<file path="src/rtl/fetch_stage_pkg.sv">
// Shared CPU constants for the IF stage: reset vector, nop encoding and
// PC-source select codes used by the PC register's priority mux.
package fetch_stage_pkg;

   localparam logic [31:0] RESET_PC = 32'h0000_3000;
   localparam logic [31:0] NOP      = 32'h0000_0000;

   localparam logic [1:0] PCSEL_SEQ  = 2'd0;
   localparam logic [1:0] PCSEL_NPC  = 2'd1;
   localparam logic [1:0] PCSEL_JR   = 2'd2;
   localparam logic [1:0] PCSEL_HOLD = 2'd3;

endpackage

</file>
<file path="src/rtl/fetch_stage_pc_reg.sv">
// Fetch PC register: priority select between hold, jr, decode next-PC and
// sequential PC+4, with every source forced to word alignment.
module pc_reg #(
   parameter logic [31:0] RESET_PC = fetch_stage_pkg::RESET_PC
) (
   input  logic        clk_i,
   input  logic        reset_i,
   input  logic        stall_i,
   input  logic        redirect_npc_i,
   input  logic [31:0] npc_target_i,
   input  logic        redirect_jr_i,
   input  logic [31:0] jr_target_i,
   output logic [31:0] pc_o
);
   import fetch_stage_pkg::*;

   logic [1:0]  pc_sel;
   logic [31:0] pc_raw;
   logic [31:0] pc_d;
   logic [31:0] pc_q;

   // jr outranks npc; decode never raises both, but the outcome stays defined.
   always_comb begin
      pc_sel = PCSEL_SEQ;
      if (stall_i)             pc_sel = PCSEL_HOLD;
      else if (redirect_jr_i)  pc_sel = PCSEL_JR;
      else if (redirect_npc_i) pc_sel = PCSEL_NPC;
   end

   always_comb begin
      pc_raw = pc_q + 32'd4;
      case (pc_sel)
         PCSEL_HOLD: pc_raw = pc_q;
         PCSEL_JR:   pc_raw = jr_target_i;
         PCSEL_NPC:  pc_raw = npc_target_i;
         default:    pc_raw = pc_q + 32'd4;
      endcase
      pc_d = {pc_raw[31:2], 2'b00};
   end

   always_ff @(posedge clk_i) begin
      if (reset_i) pc_q <= RESET_PC;
      else         pc_q <= pc_d;
   end

   assign pc_o = pc_q;

endmodule

</file>
<file path="src/rtl/fetch_stage.sv">
// IF stage: PC register, combinational instruction-ROM addressing and the
// IF/ID pipeline register. Delay-slot ISA, so nothing here is ever flushed.
module fetch_stage #(
   parameter logic [31:0] RESET_PC = fetch_stage_pkg::RESET_PC,
   parameter int          IM_AW    = 10
) (
   input  logic             clk,
   input  logic             reset,
   input  logic             stall,
   input  logic             redirect_npc,
   input  logic [31:0]      npc_target,
   input  logic             redirect_jr,
   input  logic [31:0]      jr_target,
   output logic [IM_AW-1:0] im_addr,
   input  logic [31:0]      im_rdata,
   output logic [31:0]      pc_f,
   output logic [31:0]      instr_d,
   output logic [31:0]      pc_d,
   output logic [31:0]      pc4_d,
   output logic             valid_d
);
   import fetch_stage_pkg::*;

   logic [31:0] instr_q;
   logic [31:0] pcd_q;
   logic [31:0] pc4d_q;
   logic        valid_q;

   pc_reg #(.RESET_PC(RESET_PC)) u_pc_reg (
      .clk_i          (clk),
      .reset_i        (reset),
      .stall_i        (stall),
      .redirect_npc_i (redirect_npc),
      .npc_target_i   (npc_target),
      .redirect_jr_i  (redirect_jr),
      .jr_target_i    (jr_target),
      .pc_o           (pc_f)
   );

   // Offset from the ROM base; PCs outside the ROM simply wrap modulo its depth.
   assign im_addr = IM_AW'((pc_f - RESET_PC) >> 2);

   always_ff @(posedge clk) begin
      if (reset) begin
         instr_q <= NOP;
         pcd_q   <= RESET_PC;
         pc4d_q  <= RESET_PC + 32'd4;
         valid_q <= 1'b0;
      end else if (!stall) begin
         instr_q <= im_rdata;
         pcd_q   <= pc_f;
         pc4d_q  <= pc_f + 32'd4;
         valid_q <= 1'b1;
      end
   end

   assign instr_d = instr_q;
   assign pc_d    = pcd_q;
   assign pc4_d   = pc4d_q;
   assign valid_d = valid_q;

endmodule

</file>
<file path="config.mk">
export PLATFORM = sky130hd
export DESIGN_NAME = fetch_stage
export DESIGN_NICKNAME = d
export VERILOG_FILES = /design/src/rtl/fetch_stage_pkg.sv /design/src/rtl/fetch_stage_pc_reg.sv /design/src/rtl/fetch_stage.sv
export SDC_FILE = /design/constraint.sdc
export NUM_CORES = 1
export LEC_CHECK = 0
export CAP_MARGIN = 10
export CORE_UTILIZATION = 65
export CTS_CLUSTER_SIZE = 40
export DETAILED_ROUTE_END_ITERATION = 8
export DONT_BUFFER_PORTS = 1
export HOLD_SLACK_MARGIN = 0.06
export PLACE_DENSITY = 0.9
export SLEW_MARGIN = 20
export SYNTH_ARGS = -nofsm -noshare
export SYNTH_HDL_FRONTEND = slang
export SYNTH_HIERARCHICAL = 1
export SYNTH_SLANG_ARGS = --single-unit
</file>
<file path="constraint.sdc">
create_clock -name clk -period 3.32 [get_ports clk]
set_clock_uncertainty 0.1 [all_clocks]
set_input_delay 0.664 -clock clk [delete_from_list [all_inputs] [get_ports clk]]
set_output_delay 0.664 -clock clk [all_outputs]
set_load 0.005 [all_outputs]
</file>
# ---- Yosys cells after proc, flatten, opt, wreduce, memory -nomap -nowiden
# Index checks and enable logic that the tools add are counted.
dict set report word_totals {
  regBits 129
  input_bits 101
  out_inout_bits 139
  elab_cells 15
}
dict set report op_classes {
  add_sub_neg 2
  eq_ne 3
  n_mux 4
}
# op count
set op_table {}
lappend op_table {{$pmux W32 S3} 1}
lappend op_table {{$add A32 B3 Y32 const B} 1}
lappend op_table {{$sub A12 B1 Y12 const B} 1}
lappend op_table {{$eq A2 B2 Y1 const B} 2}
lappend op_table {{$mux W2} 2}
lappend op_table {{$eq A2 B1 Y1 const B} 1}
lappend op_table {{$mux W1} 1}

# ---- Depth between registers and ports, before layout
dict set report depth {
  word_depth 5
  mapped_depth 7
  mapped_depth_nobuf 6
}

# ---- Cells and area by module
# Netlist, hierarchy kept.
# module n_inst cells_each area_each_um2
set modules_own_cells {}
lappend modules_own_cells {fetch_stage 1 434 4139.0}
lappend modules_own_cells {pc_reg 1 283 2074.5}

# ---- Worst setup path before layout
# No wires, ideal clock.
dict set report synth_timing {
  path_kind {input port to flip-flop}
  start {in redirect_npc}
  end {reg u_pc_reg.pc_q[15] (netlist: u_pc_reg/pc_o[15])}
  setup_time_ns 0.119
  arrival_time_ns 1.888
  required_time_ns 3.101
  slack_ns 1.213
  cell_stages 5
  n_path_buf 2
  cell_sequence {clkbuf_1 nor3_1 clkbuf_1 nand2_1 o221a_2}
}
dict set report synth_between {
  elab_chain_len 5
  word_cells_on_any_way 7
}
# item line_no
set synth_lines {}
lappend synth_lines {{from (decl)} fetch_stage.sv:10} ;# input logic redirect_npc,
lappend synth_lines {{$mux W1 (*)} fetch_stage_pc_reg.sv:27} ;# else if (redirect_npc_i) pc_sel = PCSEL_NPC;
lappend synth_lines {{$mux W2 (*)} fetch_stage_pc_reg.sv:26} ;# else if (redirect_jr_i) pc_sel = PCSEL_JR;
lappend synth_lines {{$mux W2 (*)} fetch_stage_pc_reg.sv:25} ;# if (stall_i) pc_sel = PCSEL_HOLD;
lappend synth_lines {{$eq A2 B1 Y1 or $eq A2 B2 Y1 (tied branches)} fetch_stage_pc_reg.sv:32} ;# case (pc_sel)
lappend synth_lines {{$pmux W32 S3} fetch_stage_pc_reg.sv:32}
lappend synth_lines {{to (signal assigned)} fetch_stage_pc_reg.sv:43} ;# else pc_q <= pc_d;
lappend synth_lines {{to (decl)} fetch_stage_pc_reg.sv:20} ;# logic [31:0] pc_q;
# Mark *: on every way between the ends. The rest lies on a longest branch, timed or not.
# A chain may end at the register's enable or synchronous reset.

# ---- Final worst setup path
dict set report layout_timing {
  start {reg u_pc_reg.pc_q[3] (netlist: u_pc_reg/pc_o[3])}
  end {reg u_pc_reg.pc_q[28] (netlist: u_pc_reg/pc_o[28])}
}
dict set report layout_between {
  elab_chain_len 2
}
# item line_no
set layout_lines {}
lappend layout_lines {{$add A32 B3 Y32} fetch_stage_pc_reg.sv:36} ;# default: pc_raw = pc_q + 32'd4;
lappend layout_lines {{$pmux W32 S3} fetch_stage_pc_reg.sv:32}
# Every way passes these cells.

==> flow_summary.yaml <==
critical_path:
  regToRegStartpoint: "u_pc_reg/pc_o[3]$_SDFFE_PP0P_"
  critical_path.startpoint: "u_pc_reg/pc_o[3]$_SDFFE_PP0P_"
  cp-end-kind: "flop"
  crit_required_ns: 3.64
  critical-path-top-delay-family: "simple AND/OR/NAND/NOR gates"
  data_arrival_at_the_endpoint_of_the_critical_path_ns: 3.09
  path_max_fanout: 11
  cp_num_cells: 6
  worst_path_max_delay_cell: "nor3_2"
  cells_along_the_critical_path: "ha_1 -> nand3_1 -> nor3_2 -> nand4_1 -> xor2_1 -> a211oi_1"
  critPathBufInv: 0
  critical-path-max-stage-delay_ns: 0.68
  timing.critical_path.from_type: "flop"
  rr_worst_depth: 6
  worstSetupPathType: "reg2reg"
routing:
  first_iter_violations: 371
  detailedRoute.firstPassIterationCount: 6
  antenna_left: 0
  routed_wirelength_um: 16800
  remaining_drc_errors: 0
  route.detailed.vias_per_inst: 6.68
  avgRoutedWirePerCell_um: 20.5
  num_vias: 5489
layout:
  design.final.nets: 783
  area_growth_pct: 7.13
  most-common-layout-cells: "dfxtp_1 (125), nor2_1 (98), mux2i_1 (59), nand2_1 (50), a21oi_1 (39)"
  multiInputGateArea_um2: 3300
  diodes: 0
  finalInstanceArea_um2: 6660
  ff_latch_area_um2: 2500
  number_of_fill_cells_in_the_layout: 681
  post_route_cells_drive_above_1_share: 0.0981
  mostFrequentLayoutCell: "dfxtp_1"
clock_network:
  h-tree-depth: 4
  postCtsSetupBuffers: 0
  clkTransAtPathRegs_ns: 0.06
  cts-resized-gates: 0
  worst_skew_pair_latency_ns: 0.52
  cts_made_buffers: 17
  cts.sinks: 125
  postCtsHoldBufs: 0
  clk_path_buf_depth: 2
  ctsRootBufferMaster: "clkbuf_8"
  cts_tree: "built"
grt:
  antenna_found_initial: 0
  track_usage: 0.325
  grt_pass1_vias: 5113
  maximum_number_of_pins_on_one_net_before_global_route_repair: 133
  overflow: 0
  wire_length_of_the_first_global_routing_pass_um: 25600
floorplan:
  placeableCoreArea_um2: 9240
  placementRows: 35
  dieWidth_um: 99.8
  effective_utilization_at_floorplan: 0.672
  ios: 240
  die_height_um: 99.8
  die_area_um2: 9950
sta:
  min_period_ns: 2.78
  period_share: 0.836
  grt_setup_unrepaired: "false"
  achievable-frequency_ghz: 0.360
  timing_worst_slew_pin_value_ns: 0.939
  pins_over_their_slew_limit: 0
  final_critical_path_setup_slack_ns: 0.545
  final_setup_violations: 0
  max-slew-margin-rel: 0.373
  fin_tns_setup_ns: 0
  hold-worst-slack_ns: 0.122
  hold_viol: 0
job:
  timing.max_cap.violations: 0
placed_design:
  postPlaceCellArea_um2: 6090
  place.gp.congestion: 0.870
  portBuffers: 0
  preCtsSetupSlack_ns: 0.693
  dp.final_hpwl_um: 10900
outcome:
  outcome: "finished clean"
yosys:
  synth.lib_cells_used.distinct: 65
  share_of_the_yosys_chip_area_belonging_to_registers: 0.403
  synth-warning-count: 6
  synth_flop_cell: "dfxtp_1"
  postSynth.asyncResetShare: 0
  synthesis.instances: 717
  syn_area_um2: 6210
  yosys_register_bits: 125
  synth-edff-count: 0
  syn_area_per_cell_um2: 8.67
power:
  power_per_unit_of_standard_cell_area_nw_per_um2: 570
  leakage_nw: 2.53
  ir_worst_vdd_uv: 319
worst_hold_path:
  whs_path_depth: 1
  min_from: "reset"
  holdCritPathClass: "in2reg"
## where the power goes
group | internal, mW | switching, mW | total, mW
sequential | 1.59 | 0.133 | 1.73
combinational | 0.142 | 0.165 | 0.307
clock | 1.01 | 0.748 | 1.76
total | 2.75 | 1.05 | 3.80
## final timing paths
path	slack (ns)	to
worst min register to register	0.37	valid_d$_SDFFE_PP0N_
worst min-delay path	0.12	u_pc_reg/pc_o[2]$_SDFFE_PP0P_
worst max-delay path	0.54	u_pc_reg/pc_o[28]$_SDFFE_PP0P_
worst max register to register	0.54	u_pc_reg/pc_o[28]$_SDFFE_PP0P_
## cell type report
class,count,area share
clock inverters,15,0.0224
well taps,129,0.0242
multi-input cells,513,0.495
flip-flops and latches,125,0.376
clock buffers,17,0.0622
repair buffers,12,0.0135
inverters,11,0.00620
## flip-flops by register name (all words and copies together) (netlist names)
name           flops
u_pc_reg/pc_o     30
pc4_d             30
valid_d            1
instr_d           32
pc_d              32
## kinds of logic (layout without fill, tap and decap cells)
family	Yosys count	after routing	synth area share
and+or+nand+nor	267	267	0.226
AOI/OAI and AO/OA	163	163	0.175
DFF	125	125	0.403
buffers and inverters	80	55	0.0679
muxes	59	59	0.0950
xor gates and xnor gates	20	20	0.0282
adders and majority gates	2	2	0.00403
other	1	2	0.000604
## cell usage after synthesis, types with 3 or more instances
| master | number | area [um2] |
|---|---|---|
| dfxtp_1 | 125 | 2500 |
| nor2_1 | 98 | 368 |
| mux2i_1 | 59 | 591 |
| nand2_1 | 50 | 188 |
| a21oi_1 | 39 | 195 |
| clkbuf_1 | 38 | 143 |
| o21ai_0 | 27 | 135 |
| o22ai_1 | 25 | 156 |
| a211oi_1 | 22 | 165 |
| nand4_1 | 22 | 138 |
| nand3_1 | 18 | 90.1 |
| buf_4 | 16 | 120 |
| xor2_1 | 16 | 140 |
| a311oi_1 | 12 | 105 |
| nor3_1 | 11 | 55.1 |
| and3_1 | 9 | 56.3 |
| inv_1 | 9 | 33.8 |
| buf_2 | 8 | 40.0 |
| or4_1 | 8 | 60.1 |
| a31oi_1 | 7 | 43.8 |
| and2_1 | 7 | 43.8 |
| or3_1 | 7 | 43.8 |
| and4_1 | 6 | 52.6 |
| nor2b_1 | 6 | 37.5 |
| o31ai_1 | 6 | 45.0 |
| buf_6 | 5 | 56.3 |
| o221a_2 | 5 | 56.3 |
| xnor2_1 | 4 | 35.0 |
| nand2b_1 | 3 | 18.8 |
| nor3b_1 | 3 | 22.5 |
| nor4_1 | 3 | 18.8 |
## worst reg2reg max path, delay by kind of cell, from the launching register on
family	cells	cell delay [ns]
simple gates	3	1.19
xor+xnor	1	0.19
compound gates	1	0.27
fa+ha+maj	1	0.31
flops	1	0.62
## through the flow
step	total power [mW]	cells	util
2_1_floorplan	2.02	718	-
3_3_place_gp	2.04	790	0.659
3_5_place_dp	2.06	790	0.659
4_1_cts	3.80	822	0.720
5_1_grt	3.93	822	0.720
6_report	3.80	822	0.720
## metal layers
layer	part of all wire	up-vias	routed length [um]	global-route usage
met1	0.38	2561	6370	0.376
met3	0.10	51	1740	0.105
met4	0.025	0	429	0.131
met5	0	-	0	0
li1	-	2551	-	-
met2	0.49	326	8300	0.554
No activity file was read; power rests on OpenSTA's default activity.
